`config.mk`:
```
export PLATFORM = sky130hd
export DESIGN_NAME = aes_arbiter
export DESIGN_NICKNAME = d
export VERILOG_FILES = /design/src/rtl/aes_arb_pkg.sv /design/src/rtl/aes_arbiter_rr.sv /design/src/rtl/aes_arbiter.sv
export SDC_FILE = /design/constraint.sdc
export NUM_CORES = 1
export LEC_CHECK = 0
export ABC_AREA = 1
export ABC_CLOCK_PERIOD_IN_PS = 4400
export BUFFER_PORTS_ARGS = -buffer_cell sky130_fd_sc_hd__buf_2
export CORE_AREA = 2 2 729 731
export CTS_CLUSTER_SIZE = 30
export DETAILED_ROUTE_END_ITERATION = 10
export DIE_AREA = 0 0 731 733
export PLACE_DENSITY_LB_ADDON = 0.3
export SETUP_SLACK_MARGIN = 0.2
export SYNTH_ARGS = -nofsm -noshare
export SYNTH_HDL_FRONTEND = slang
export SYNTH_SLANG_ARGS = --single-unit
```
`constraint.sdc`:
```
create_clock -name clk -period 4.4 [get_ports clk]
set_input_delay 0.22 -clock clk [delete_from_list [all_inputs] [get_ports clk]]
set_output_delay 0.22 -clock clk [all_outputs]
set_load 0.02 [all_outputs]
```
`src/rtl/aes_arb_pkg.sv`:
```
// Shared types and helpers for the AES core arbiter.
//   arb_state_e : arbiter FSM states
//   BLOCK_W     : AES block width
//   id_w(n)     : index width for n items, never below 1
package aes_arb_pkg;

  typedef enum logic [1:0] {
    IDLE,
    CLR,
    RUN,
    RESP
  } arb_state_e;

  localparam int unsigned BLOCK_W = 128;

  function automatic int unsigned id_w(input int unsigned n);
    return (n < 2) ? 1 : $clog2(n);
  endfunction

endpackage

```
`src/rtl/aes_arbiter_rr.sv`:
```
// Combinational round-robin picker: first set request at or above rr_ptr_i,
// wrapping to index 0.
//   req_i     : request vector
//   rr_ptr_i  : highest-priority index this round
//   gnt_o     : one-hot grant
//   gnt_idx_o : binary grant index
//   any_req_o : at least one request set
module rr_arbiter
  import aes_arb_pkg::*;
#(
  parameter int unsigned N = 4
) (
  input  logic [N-1:0]       req_i,
  input  logic [id_w(N)-1:0] rr_ptr_i,
  output logic [N-1:0]       gnt_o,
  output logic [id_w(N)-1:0] gnt_idx_o,
  output logic               any_req_o
);

  localparam int unsigned IW = id_w(N);

  int unsigned   k;
  logic [IW-1:0] kidx;
  logic          found;

  always_comb begin
    gnt_o     = '0;
    gnt_idx_o = '0;
    found     = 1'b0;
    k         = 0;
    kidx      = '0;
    for (int unsigned i = 0; i < N; i++) begin
      // rr_ptr_i < N, so one conditional subtract is enough to wrap
      k = 32'(rr_ptr_i) + i;
      if (k >= N) k = k - N;
      kidx = k[IW-1:0];
      if (!found && req_i[kidx]) begin
        found        = 1'b1;
        gnt_o[kidx]  = 1'b1;
        gnt_idx_o    = kidx;
      end
    end
    any_req_o = |req_i;
  end

endmodule

```
`src/rtl/aes_arbiter.sv`:
```
// Shares one iterative AES core between N_REQ requesters (round-robin).
// Latches the winner's plaintext/key, clears and runs the core, then returns
// the result tagged with the requester index over a valid/ready channel.
// Optional build macro AES_ARB_TIMEOUT_EN adds a RUN watchdog (TIMEOUT cycles)
// that returns rsp_data=0 with rsp_err=1; otherwise rsp_err is tied 0.
// Ports:
//   clk, rst                 : clock, async active-low reset
//   req_valid/req_ready      : per-requester request / one-hot accept (IDLE only)
//   req_state/req_key        : packed per-requester plaintext / key
//   rsp_valid/rsp_ready      : response handshake
//   rsp_data/rsp_id/rsp_err  : ciphertext, requester index, watchdog abort
//   aes_rst/aes_en           : core reset (active-high) / enable
//   aes_state/aes_key        : latched operands to the core
//   aes_done/aes_state_out   : core completion / result
module aes_arbiter
  import aes_arb_pkg::*;
#(
  parameter int unsigned N_REQ   = 4,
  parameter int unsigned KEY_LEN = 192,
  parameter int unsigned TIMEOUT = 64
) (
  input  logic                     clk,
  input  logic                     rst,
  input  logic [N_REQ-1:0]         req_valid,
  output logic [N_REQ-1:0]         req_ready,
  input  logic [N_REQ*BLOCK_W-1:0] req_state,
  input  logic [N_REQ*KEY_LEN-1:0] req_key,
  output logic                     rsp_valid,
  input  logic                     rsp_ready,
  output logic [BLOCK_W-1:0]       rsp_data,
  output logic [id_w(N_REQ)-1:0]   rsp_id,
  output logic                     rsp_err,
  output logic                     aes_rst,
  output logic                     aes_en,
  output logic [BLOCK_W-1:0]       aes_state,
  output logic [KEY_LEN-1:0]       aes_key,
  input  logic                     aes_done,
  input  logic [BLOCK_W-1:0]       aes_state_out
);

  localparam int unsigned IW = id_w(N_REQ);

  arb_state_e         state_q, state_d;
  logic [IW-1:0]      rr_ptr_q, rr_ptr_d;
  logic [IW-1:0]      gid_q, gid_d;
  logic [IW-1:0]      rsp_id_q, rsp_id_d;
  logic [BLOCK_W-1:0] st_q, st_d;
  logic [KEY_LEN-1:0] key_q, key_d;
  logic [BLOCK_W-1:0] data_q, data_d;
  logic               valid_q, valid_d;

  logic [N_REQ-1:0]   gnt;
  logic [IW-1:0]      gnt_idx;
  logic               any_req;

`ifdef AES_ARB_TIMEOUT_EN
  localparam int unsigned CNT_W = id_w(TIMEOUT);
  logic [CNT_W-1:0]   cnt_q, cnt_d;
  logic               err_q, err_d;
`endif

  rr_arbiter #(
    .N (N_REQ)
  ) u_rr (
    .req_i     (req_valid),
    .rr_ptr_i  (rr_ptr_q),
    .gnt_o     (gnt),
    .gnt_idx_o (gnt_idx),
    .any_req_o (any_req)
  );

  always_ff @(posedge clk or negedge rst) begin
    if (!rst) begin
      state_q  <= IDLE;
      rr_ptr_q <= '0;
      gid_q    <= '0;
      rsp_id_q <= '0;
      st_q     <= '0;
      key_q    <= '0;
      data_q   <= '0;
      valid_q  <= 1'b0;
`ifdef AES_ARB_TIMEOUT_EN
      cnt_q    <= '0;
      err_q    <= 1'b0;
`endif
    end else begin
      state_q  <= state_d;
      rr_ptr_q <= rr_ptr_d;
      gid_q    <= gid_d;
      rsp_id_q <= rsp_id_d;
      st_q     <= st_d;
      key_q    <= key_d;
      data_q   <= data_d;
      valid_q  <= valid_d;
`ifdef AES_ARB_TIMEOUT_EN
      cnt_q    <= cnt_d;
      err_q    <= err_d;
`endif
    end
  end

  always_comb begin
    state_d   = state_q;
    rr_ptr_d  = rr_ptr_q;
    gid_d     = gid_q;
    rsp_id_d  = rsp_id_q;
    st_d      = st_q;
    key_d     = key_q;
    data_d    = data_q;
    valid_d   = valid_q;
`ifdef AES_ARB_TIMEOUT_EN
    cnt_d     = cnt_q;
    err_d     = err_q;
`endif
    req_ready = '0;
    aes_rst   = 1'b1;
    aes_en    = 1'b0;

    case (state_q)
      IDLE: begin
        if (any_req) begin
          req_ready = gnt;
          st_d      = req_state[gnt_idx*BLOCK_W +: BLOCK_W];
          key_d     = req_key[gnt_idx*KEY_LEN +: KEY_LEN];
          gid_d     = gnt_idx;
          rr_ptr_d  = (gnt_idx == IW'(N_REQ - 1)) ? '0 : gnt_idx + 1'b1;
          state_d   = CLR;
        end
      end
      CLR: begin
`ifdef AES_ARB_TIMEOUT_EN
        cnt_d   = '0;
`endif
        state_d = RUN;
      end
      RUN: begin
        aes_rst = 1'b0;
        aes_en  = 1'b1;
        if (aes_done) begin
          data_d   = aes_state_out;
          rsp_id_d = gid_q;
          valid_d  = 1'b1;
          state_d  = RESP;
        end
`ifdef AES_ARB_TIMEOUT_EN
        else if (cnt_q == CNT_W'(TIMEOUT - 1)) begin
          data_d   = '0;
          rsp_id_d = gid_q;
          valid_d  = 1'b1;
          err_d    = 1'b1;
          state_d  = RESP;
        end else begin
          cnt_d = cnt_q + 1'b1;
        end
`endif
      end
      RESP: begin
        if (rsp_ready) begin
          valid_d = 1'b0;
`ifdef AES_ARB_TIMEOUT_EN
          err_d   = 1'b0;
`endif
          state_d = IDLE;
        end
      end
      default: state_d = IDLE;
    endcase
  end

  assign rsp_valid = valid_q;
  assign rsp_data  = data_q;
  assign rsp_id    = rsp_id_q;
  assign aes_state = st_q;
  assign aes_key   = key_q;
`ifdef AES_ARB_TIMEOUT_EN
  assign rsp_err   = err_q;
`else
  assign rsp_err   = 1'b0;
`endif

endmodule

```
======== Word level (Yosys, flattened, before mapping) ========
Index checks and enable logic that the tools add are counted.
storage, ports and cells
  register bits ........................... 457
  word-level logic and storage cells ...... 101
operators by class
  multiplexer cells ....................... 43
  $lt $le $gt $ge ......................... 12
  eq/ne operators ......................... 7
  reductions and logical operators ........ 17
  bitwise logic cells ..................... 3
  shifts and indexed selects .............. 2
  add/sub/neg operators ................... 8
  $mul .................................... 1
operators with widths
  cell                                                                                 number
  768-bit by 11-bit indexed part select with 192-bit output                            1
  512-bit by 10-bit indexed part select with 128-bit output                            1
  2-bit two-way mux                                                                    12
  4-bit two-way mux                                                                    6
  1-bit two-way mux                                                                    15
  2-bit by 3-bit less-than comparator with 1-bit output, second input constant         4
  4-bit bitwise OR                                                                     3
  3-bit greater-or-equal comparator, second input constant                             3
  1-bit binary-select mux with 2-bit select                                            4
  1-bit demux with 2-bit select                                                        4
  2-bit by 1-bit greater-or-equal comparator with 1-bit output, second input constant  4
  2-bit case mux with 4 select lines                                                   1
  2-bit by 1-bit subtractor with 2-bit output, second input constant                   4
  1-bit logical AND                                                                    7
  2-bit by 2-bit adder with 3-bit output, second input constant                        2
  2-bit equality test, second input constant                                           3
  2-bit != test, second input constant                                                 3
  3-bit AND reduction                                                                  2
  2-bit by 2-bit multiplier with 4-bit output, second input constant                   1
  2-bit AND reduction                                                                  2
  4-bit OR reduction                                                                   1
  2-bit by 1-bit adder with 3-bit output, second input constant                        1
  2-bit by 3-bit greater-or-equal comparator with 1-bit output, second input constant  1
  1-bit logical NOT                                                                    3
  other kinds (5)                                                                      5

======== Longest topological paths before layout ========
Gate-level depths: netlist of the first run.
  word-level depth ........................ 16
  mapped depth ............................ 17
  mapped depth without buffers ............ 15

======== Hierarchy ========
Synthesis of the first run repeated with hierarchy kept, for this count alone.
unflattened totals
  cell total of the unflattened synthesis .. 4760
  area total of the unflattened synthesis .. 29671.0 µm²
modules (own cells, without submodules)
  module       area an instance (µm²)  times used  cells an instance
  aes_arbiter  29225.5                 1           4686
  rr_arbiter   445.4                   1           74

======== Worst setup path after synthesis of the first run ========
Ideal clock, no wire load.
  path kind ............................... register to register
  start point ............................. reg rr_ptr_q[1]
  end point ............................... reg rr_ptr_q[1]
  buffers on the path ..................... 1
  data required time ...................... 4.267 ns
  path slack .............................. 2.085 ns
  arrival ................................. 2.181 ns
  cell stages (with the launch flop) ...... 15
  cells stage by stage .................... dfrtp_1 -> inv_2 -> ha_1 -> inv_1 -> nand3_1 -> nand2_1 -> nor2_2 -> nor2_2 -> nand2_4 -> nand2_4 -> buf_2 -> inv_2 -> ha_1 -> nand2_1 -> o21ai_0
on the way
  word-level cells in the longest chain between the ends .. 16
  elaborated cells on any way between the ends .. 39
RTL lines
  element                                                                          line                  text
  start: declaration                                                               aes_arbiter.sv:44     logic [IW-1:0] rr_ptr_q, rr_ptr_d;
  start signal: assignment                                                         aes_arbiter.sv:88     rr_ptr_q <= rr_ptr_d;
  branches (longest 13 deep; another with 2-bit by 1-bit adder with 3-bit output)  --
  2-bit two-way mux (*)                                                            aes_arbiter_rr.sv:37  if (!found && req_i[kidx]) begin
  named net gnt_idx[0]                                                             aes_arbiter.sv:53     logic [IW-1:0] gnt_idx;
  2-bit by 1-bit adder with 2-bit output or 2-bit equality test (tied branches)    aes_arbiter.sv:126    rr_ptr_d = (gnt_idx == IW'(N_REQ - 1)) ? '0 : gnt_idx + 1'b1;
  2-bit two-way mux (*)                                                            aes_arbiter.sv:126
Mark *: on every way through the listed nets, which the timed path passes. The select of a mux whose other input is x is not followed.
A chain may end at the register's enable or synchronous reset.

======== Worst setup path after layout of the first run ========
  start point ............................. reg rr_ptr_q[1]
  end point ............................... reg key_q[131], in the netlist aes_key[131]
on the way
  word-level cells in the longest chain between the ends .. 16
  elaborated cells on any way between the ends .. 38
RTL lines
  element                                                                          line                  text
  branches (longest 13 deep; another with 2-bit by 1-bit adder with 3-bit output)  --
  2-bit two-way mux (*)                                                            aes_arbiter_rr.sv:37
  2-bit by 2-bit multiplier with 4-bit output (*)                                  aes_arbiter.sv:124    key_d = req_key[gnt_idx*KEY_LEN +: KEY_LEN];
  768-bit by 11-bit indexed part select with 192-bit output (*)                    aes_arbiter.sv:124
  end signal: assignment                                                           aes_arbiter.sv:92     key_q <= key_d;
  end: declaration                                                                 aes_arbiter.sv:48     logic [KEY_LEN-1:0] key_q, key_d;
Every way passes the cells marked *. The select of a mux whose other input is x is not followed.

==> results of run 1 <==
metrics by stage:
| stage | util, % | hold slack (ns) | power, µW | instance area, µm² |
|---|---|---|---|---|
| after CTS | 12.89 | 0.001855 | 63950 | 67980 |
| after detailed placement | 9.825 | 0.3181 | 47410 | 51830 |
| final | 13.01 | -0.004019 | 63130 | 68620 |
| after floorplan | - | -0.07559 | 28730 | 33660 |
| after global routing | 12.93 | 0.02997 | 68200 | 68220 |
| after global placement | 9.825 | 0.3132 | 47590 | 51830 |
metal layers:
layer | GRT usage [%] | vias to the layer above
met5 | 0 | -
met4 | 4.952 | 224
met3 | 7.600 | 849
met2 | 21.11 | 2454
met1 | 16.06 | 23830
li1 | - | 23030
critical path, cell delays in order (launching register included):
cell and delay (ns):
dfrtp_2 0.48, inv_2 0.16, ha_1 0.31, inv_1 0.12, nand3_1 0.09, nand2_1 0.07, nand2_1 0.09, inv_1 0.16
nand2_8 0.16, nand2_8 0.27, buf_12 0.27, nand3_1 0.30, nand3_1 0.17, dlygate4sd3_1 0.56, nand2_1 0.05, nand2_1 0.05
nand2_1 0.05
synthesized netlist by cell type:
library cell and number:
clkbuf_1 117, ha_1 11, a22oi_1 2, a21oi_2 1, conb_1 1, nor2_2 4, inv_1 1282, o22ai_1 4
a21oi_1 5, nand2_1 1957, a21boi_1 1, nand3_1 1276, nand4_1 1, dfrtp_1 457, nand2_4 4, nand2_2 3
mux2_2 129, nor4_1 1, nor2_1 4, nor2_4 1, o21a_1 1, buf_4 19, o21ai_0 5, nand3_2 3
o221ai_1 2, buf_1 13, buf_6 3, or2_2 7, inv_4 1, inv_2 5, nor3_1 1, buf_2 211
area by class of cell:
cell class	count	area, µm²	share of cell area (%)
timing repair buffer	3394	24750	36.07
multi-input combinational	3425	15760	22.96
sequential	457	11440	16.67
tap	6994	8751	12.75
inverter	1288	4858	7.080
clock buffer	108	2225	3.242
antenna	235	588.1	0.8569
clock inverter	24	259.0	0.3774
cells by family (layout without fill, tap and decap cells):
logic type                 count (synthesis)  after routing  synth area share, %
adders and majority gates                 11             11               0.4089
and+or+nand+nor                         3262           3263                41.41
buffers and inverters                   1651           4814                19.48
muxes                                    129            129                4.316
AOI/OAI and AO/OA                         21             21               0.3903
DFF                                      457            457                33.98
other                                      1            236              0.01114
state kept, by name (all words and copies together) (netlist names):
name / flops
rsp_id: 2
gid_q: 2
rsp_data: 128
rr_ptr_q: 2
rsp_valid: 1
state_q: 2
aes_state: 128
aes_key: 192
worst paths after layout:
check	from	slack [ns]	end
hold reg to reg	aes_key[26]	0.47	aes_key[26]
min in group asynchronous	rst	0.04	aes_key[86]
setup reg to reg	rr_ptr_q[1]	0.41	aes_key[131]
hold / removal	req_key[508]	-0.004	aes_key[124]
max in group asynchronous	rst	2.93	aes_state[16]
setup / recovery	rr_ptr_q[1]	0.41	aes_key[131]
repair_timing:
item / 4_1_cts / 5_1_grt
setup buffers: 0 / 1
gates resized for setup: 0 / 6
hold endpoints to repair: 499 / 0
setup endpoints to repair: 0 / 96
hold buffers: 1366 / 0
power groups by stage:
stage,Combinational [µW],Sequential (µW),Clock (µW)
global placement,40000,7600,0
finish,49000,7610,6500
detailed placement,39800,7650,0
global route,53400,7870,6970
CTS,49500,7610,6880
floorplan,18700,9990,0
==> reports/qor.csv, run 1 <==
metric;value;unit
VDD IR max;0.0006804;V
HPWL Detailed;326800;µm
area of the core;527500;µm²
Worst Hold Class;input port to flop;
CTS sink count;457;
layout cells sized above 1;26.55;%
Inserted Clock Buffers;78;
final std cells w/o fill;15930;
Post-Syn Nets;6959;
static leakage;0.03601;µW
nets@finish;10070;
Final period util;90.64;%
average cell area after synthesis;6.084;µm²
post-place setup slack;0.8216;ns
top cell type's share of synthesized area;33.98;%
Die W;731;µm
num rows;267;
Placer Congestion;1.042;
vias per inst;3.164;
Via Count;50390;
gr usage total;13.78;%
worst skew pair latency;0.82;ns
Clock power frac;10.3;%
max cap viols;0;
status;finished with violations;
H-Tree Depth;3;
max layer used;met5;
Synth warnings;0;
met3 wire length;50870;µm
CP max FO;94;
Routed met2 length;163000;µm
flops & latches, synth;457;
Combinational Power Share;77.7;%
P per Cell Area;919.9;nW/µm²
Post-DRT Antenna Nets;0;
Reg power frac;12.1;%
R2R depth;16;
worst hold slack;-0.004019;ns
Starting Density;6.381;%
switching share of power;53.65;%
CTS clk-pin slew, worst paths;0.07;ns
Worst EP arrival;4.66;ns
initial antenna violation count;392;
FMAX;0.2507;GHz
final setup TNS;0;ns
IO Port Bufs;1872;
Chip Height;733;µm
Longest Clk Path Bufs;4;
post-synthesis cell count;5532;
Net Sw Power;33870;µW
RSZ-0062 raised after global routing;true;
vias in the first global route;49560;
wire length per cell;24.30;µm
first-pass GRT wire length;489800;µm
Yosys top cell by area;dfrtp_1;
Hold Fails Final Rpt;1;
Hold Path Cell Cnt;7;
relative slew slack;0.7641;%
post-layout min period;3.988;ns
most frequent cells in the layout;nand2_1 (1956), buf_2 (1871), dlygate4sd3_1 (1366), inv_1 (1282), nand3_1 (1276);
sequential area share after synthesis;33.98;%
clock root buffer;clkbuf_16;
required time of the worst setup path;5.07;ns
Netlist Area Pre-Place;33660;µm²
final wirelength;387100;µm
DR pass1 iterations;5;
# IOs;1874;
Congestion Overflow GR;0;
DRC marker count from the first detailed-route iteration;3363;
Final Max Slew Viols;0;
top cells by area, synth;dfrtp_1 (34%), nand2_1 (22%), nand3_1 (19%);
Yosys cell types;32;
Int Power;29260;µW
CTS tree;built;
most common cell after layout, fill and taps aside;nand2_1;
failing checks;negative hold slack;
Placed Instances;14190;
Crit. End Element;flop;
Worst-Margin Slew;1.489;ns
Final Setup Violations;0;
Layout area overhead;103.9;%
Setup CP Type;flop to flop;
pin count of the biggest net entering global routing;118;
clk_skew;0.08449;ns
Die ar.;535800;µm²
CP startpoint kind;flop;
number of fill cells in the layout;61920;
Final WS setup;0.4116;ns
wl on met1;154100;µm
DRC viols;0;
Power figures use the tool's default switching activity.
==> run 2, diff against run 1 <==
--- a/config.mk
+++ b/config.mk
@@ -7,7 +7,7 @@
 export LEC_CHECK = 0
 export ABC_AREA = 1
 export ABC_CLOCK_PERIOD_IN_PS = 4400
-export BUFFER_PORTS_ARGS = -buffer_cell sky130_fd_sc_hd__buf_2
+export BUFFER_PORTS_ARGS = -buffer_cell sky130_fd_sc_hd__buf_4
 export CORE_AREA = 2 2 729 731
 export CTS_CLUSTER_SIZE = 30
 export DETAILED_ROUTE_END_ITERATION = 10
==> run 2 against run 1 <==
Highest routed layer unchanged. Hold slack better by 0.018 ns. Global-route usage up 0.17 points. Critical endpoint is now aes_key[104]. Critical path depth unchanged. Total power up 2.3%. First-iteration DRC count down 12%. Maximum frequency down 0.27%. The run now ends clean. Clock-buffer cell count up 4. Sequential power up 2.6%. Sequential cell count unchanged. Via count down 1.5%. Register-to-register slack about the same. Die area unchanged.
==> reports/qor.csv, run 2 (synthesis gave the netlist of run 1 again) <==
metric;value;unit;change
HPWL Detailed;330200;µm;+1.1%
Worst EP arrival;4.70;ns;+0.04 ns
share of the core filled with cells;13.78;%;+0.77 points
static leakage;0.03740;µW;+3.9%
Clock power frac;10.3;%;about the same
Finished Cell Area;72700;µm²;+5.9%
# IOs;1874;;unchanged
pin count of the biggest net entering global routing;123;;+4.2%
CP startpoint kind;flop;;
slowest stage cell on the critical path;dlygate4sd3_1;;
wl on met1;154700;µm;+0.36%
RSZ-0062 raised after global routing;false;;
final setup TNS;0;ns;unchanged
area of the core;527500;µm²;unchanged
Worst Hold Class;input port to flop;;
Crit. End Element;flop;;
CP delay by family, top;buffers and inverters;;
Die ar.;535800;µm²;unchanged
number of fill cells in the layout;61510;;-0.66%
max layer used;met5;;
Reg power frac;12.1;%;about the same
clock root buffer;clkbuf_16;;
H-Tree Depth;3;;unchanged
switching share of power;52.49;%;-1.2 points
clk_skew;0.06975;ns;-0.01474 ns
num rows;267;;unchanged
most common cell after layout, fill and taps aside;buf_4;;
most frequent cells in the layout;buf_4 (1973), nand2_1 (1955), dlygate4sd3_1 (1326), inv_1 (1282), nand3_1 (1276);;
max reg flops;192;;unchanged
Routed met2 length;165700;µm;+1.6%
Die W;731;µm;unchanged
DR pass1 iterations;7;;+2
vias in the first global route;50390;;+1.7%
Placer Congestion;0.9741;;-6.5%
CTS sink count;457;;unchanged
met3 wire length;49740;µm;-2.2%
DRC marker count from the first detailed-route iteration;2963;;-12%
Final Setup Violations;0;;unchanged
P per Cell Area;888.2;nW/µm²;-3.4%
IO Port Bufs;1872;;unchanged
first-pass GRT wire length;496400;µm;+1.3%
CTS tree;built;;
Chip Height;733;µm;unchanged
Setup CP Type;flop to flop;;
status;finished clean;;
CTS clk-pin slew, worst paths;0.06;ns;about the same
layout cells sized above 1;26.53;%;about the same
Int Power;30680;µW;+4.8%
Register Area;11440;µm²;unchanged
Hold Fails Final Rpt;0;;-1
max incr delay on CP;0.58;ns;+0.02 ns
max cap viols;0;;unchanged
crit-path cells;inv_2 -> ha_1 -> inv_1 -> nand3_1 -> nand2_2 -> nand2_1 -> nor2_2 -> nand2_1 -> nand2_8 -> buf_16 -> nand3_1 -> dlygate4sd3_1 -> nand2_1 -> dlygate4sd3_1 -> nand2_1 -> nand2_1;;
multi-input combinational cell area;15730;µm²;-0.17%
DRC viols;0;;unchanged
Via Count;49640;;-1.5%
post-layout min period;3.999;ns;+0.01083 ns
Worst-Margin Slew;1.180;ns;-0.3090 ns
nets@finish;10020;;-0.49%
relative slew slack;21.36;%;+21 points
final wirelength;390100;µm;+0.78%
Starting Density;6.381;%;unchanged
Combinational Power Share;77.6;%;about the same
initial antenna violation count;312;;-20%
Layout area overhead;116.0;%;
worst path buffer plus inverter count;5;;unchanged
required time of the worst setup path;5.10;ns;+0.03 ns
Congestion Overflow GR;0;;unchanged
Inserted Clock Buffers;77;;-1.3%
FMAX;0.2501;GHz;-0.27%
Top cell by count, worst path;nand2_1;;
vias per inst;3.146;;-0.57%
Net Sw Power;33900;µW;about the same
DP Area;56460;µm²;+8.9%
VDD IR max;0.0005977;V;-12%
Longest Clk Path Bufs;4;;unchanged
gr usage total;13.95;%;+0.17 points
Final period util;90.89;%;+0.25 points
Post-DRT Antenna Nets;0;;unchanged
CP max FO;70;;-26%
Final Max Slew Viols;0;;unchanged
wire length per cell;24.72;µm;+1.7%
worst skew pair latency;0.82;ns;about the same
-- run 2: cell count changes in the layout (fill, tap and decap cells not counted), sizes merged, moves of 4 or more --
cell,previous run,this run
clkbuf,108,112
dlygate4sd3,1366,1326
buf,2028,2021
clkinv,14,5
diode,235,135
bufinv,3,9
-- run 2: metal layers --
layer	track usage (%)	up-vias
met3	7.454	730
met2	21.48	2218
met1	16.18	23650
li1	-	22850
met4	5.365	204
met5	0	-
-- run 2: what timing repair did --
action | in CTS | in global routing
gates resized for setup | 0 | 6
endpoints found under the setup margin | 0 | 108
setup buffers | 0 | 4
endpoints found under the hold margin | 494 | 0
hold buffers | 1326 | 0
-- run 2: power groups by stage --
stage	Sequential, µW	Clock (µW)	Combinational, µW
after floorplan	9990	0	18700
after global placement	7800	0	41400
after detailed placement	7840	0	41200
after CTS	7810	7010	50600
after global routing	8050	7110	54500
final	7810	6670	50100
-- run 2: area by class of cell --
class	count	share of cell area [%]
timing repair buffer	3347	39.93
multi-input combinational	3424	21.63
sequential	457	15.73
tap	6994	12.04
inverter	1288	6.682
clock buffer	112	3.010
clock inverter	22	0.5128
antenna	135	0.4647
-- run 2: metrics by stage --
step | hold WS, ns | cells | power (µW) | worst slack, ns
global route | 0.02180 | 15710 | 69670 | 0.2016
global placement | 0.3647 | 14180 | 49190 | 0.7715
finish | 0.01358 | 15780 | 64580 | 0.4008
detailed placement | 0.3668 | 14180 | 49050 | 0.7740
CTS | 0.00009776 | 15640 | 65430 | 0.2123
floorplan | -0.07559 | 5532 | 28730 | 2.085
-- run 2: path summary, 6_finish.rpt --
path,from,cells past startpoint,slack (ns),to
hold / removal,req_key[512],7,0.01,aes_key[128]
setup reg to reg,rr_ptr_q[1],16,0.40,aes_key[104]
setup / recovery,rr_ptr_q[1],16,0.40,aes_key[104]
max in group asynchronous,rst,3,3.04,aes_state[16]
min in group asynchronous,rst,2,0.06,rsp_data[30]
hold reg to reg,aes_state[16],2,0.48,aes_state[16]
-- run 2: worst min-delay path: cells and delay by family --
family	cells	cell delay [ns]
simple gates	5	0.45
buf+inv	2	0.12
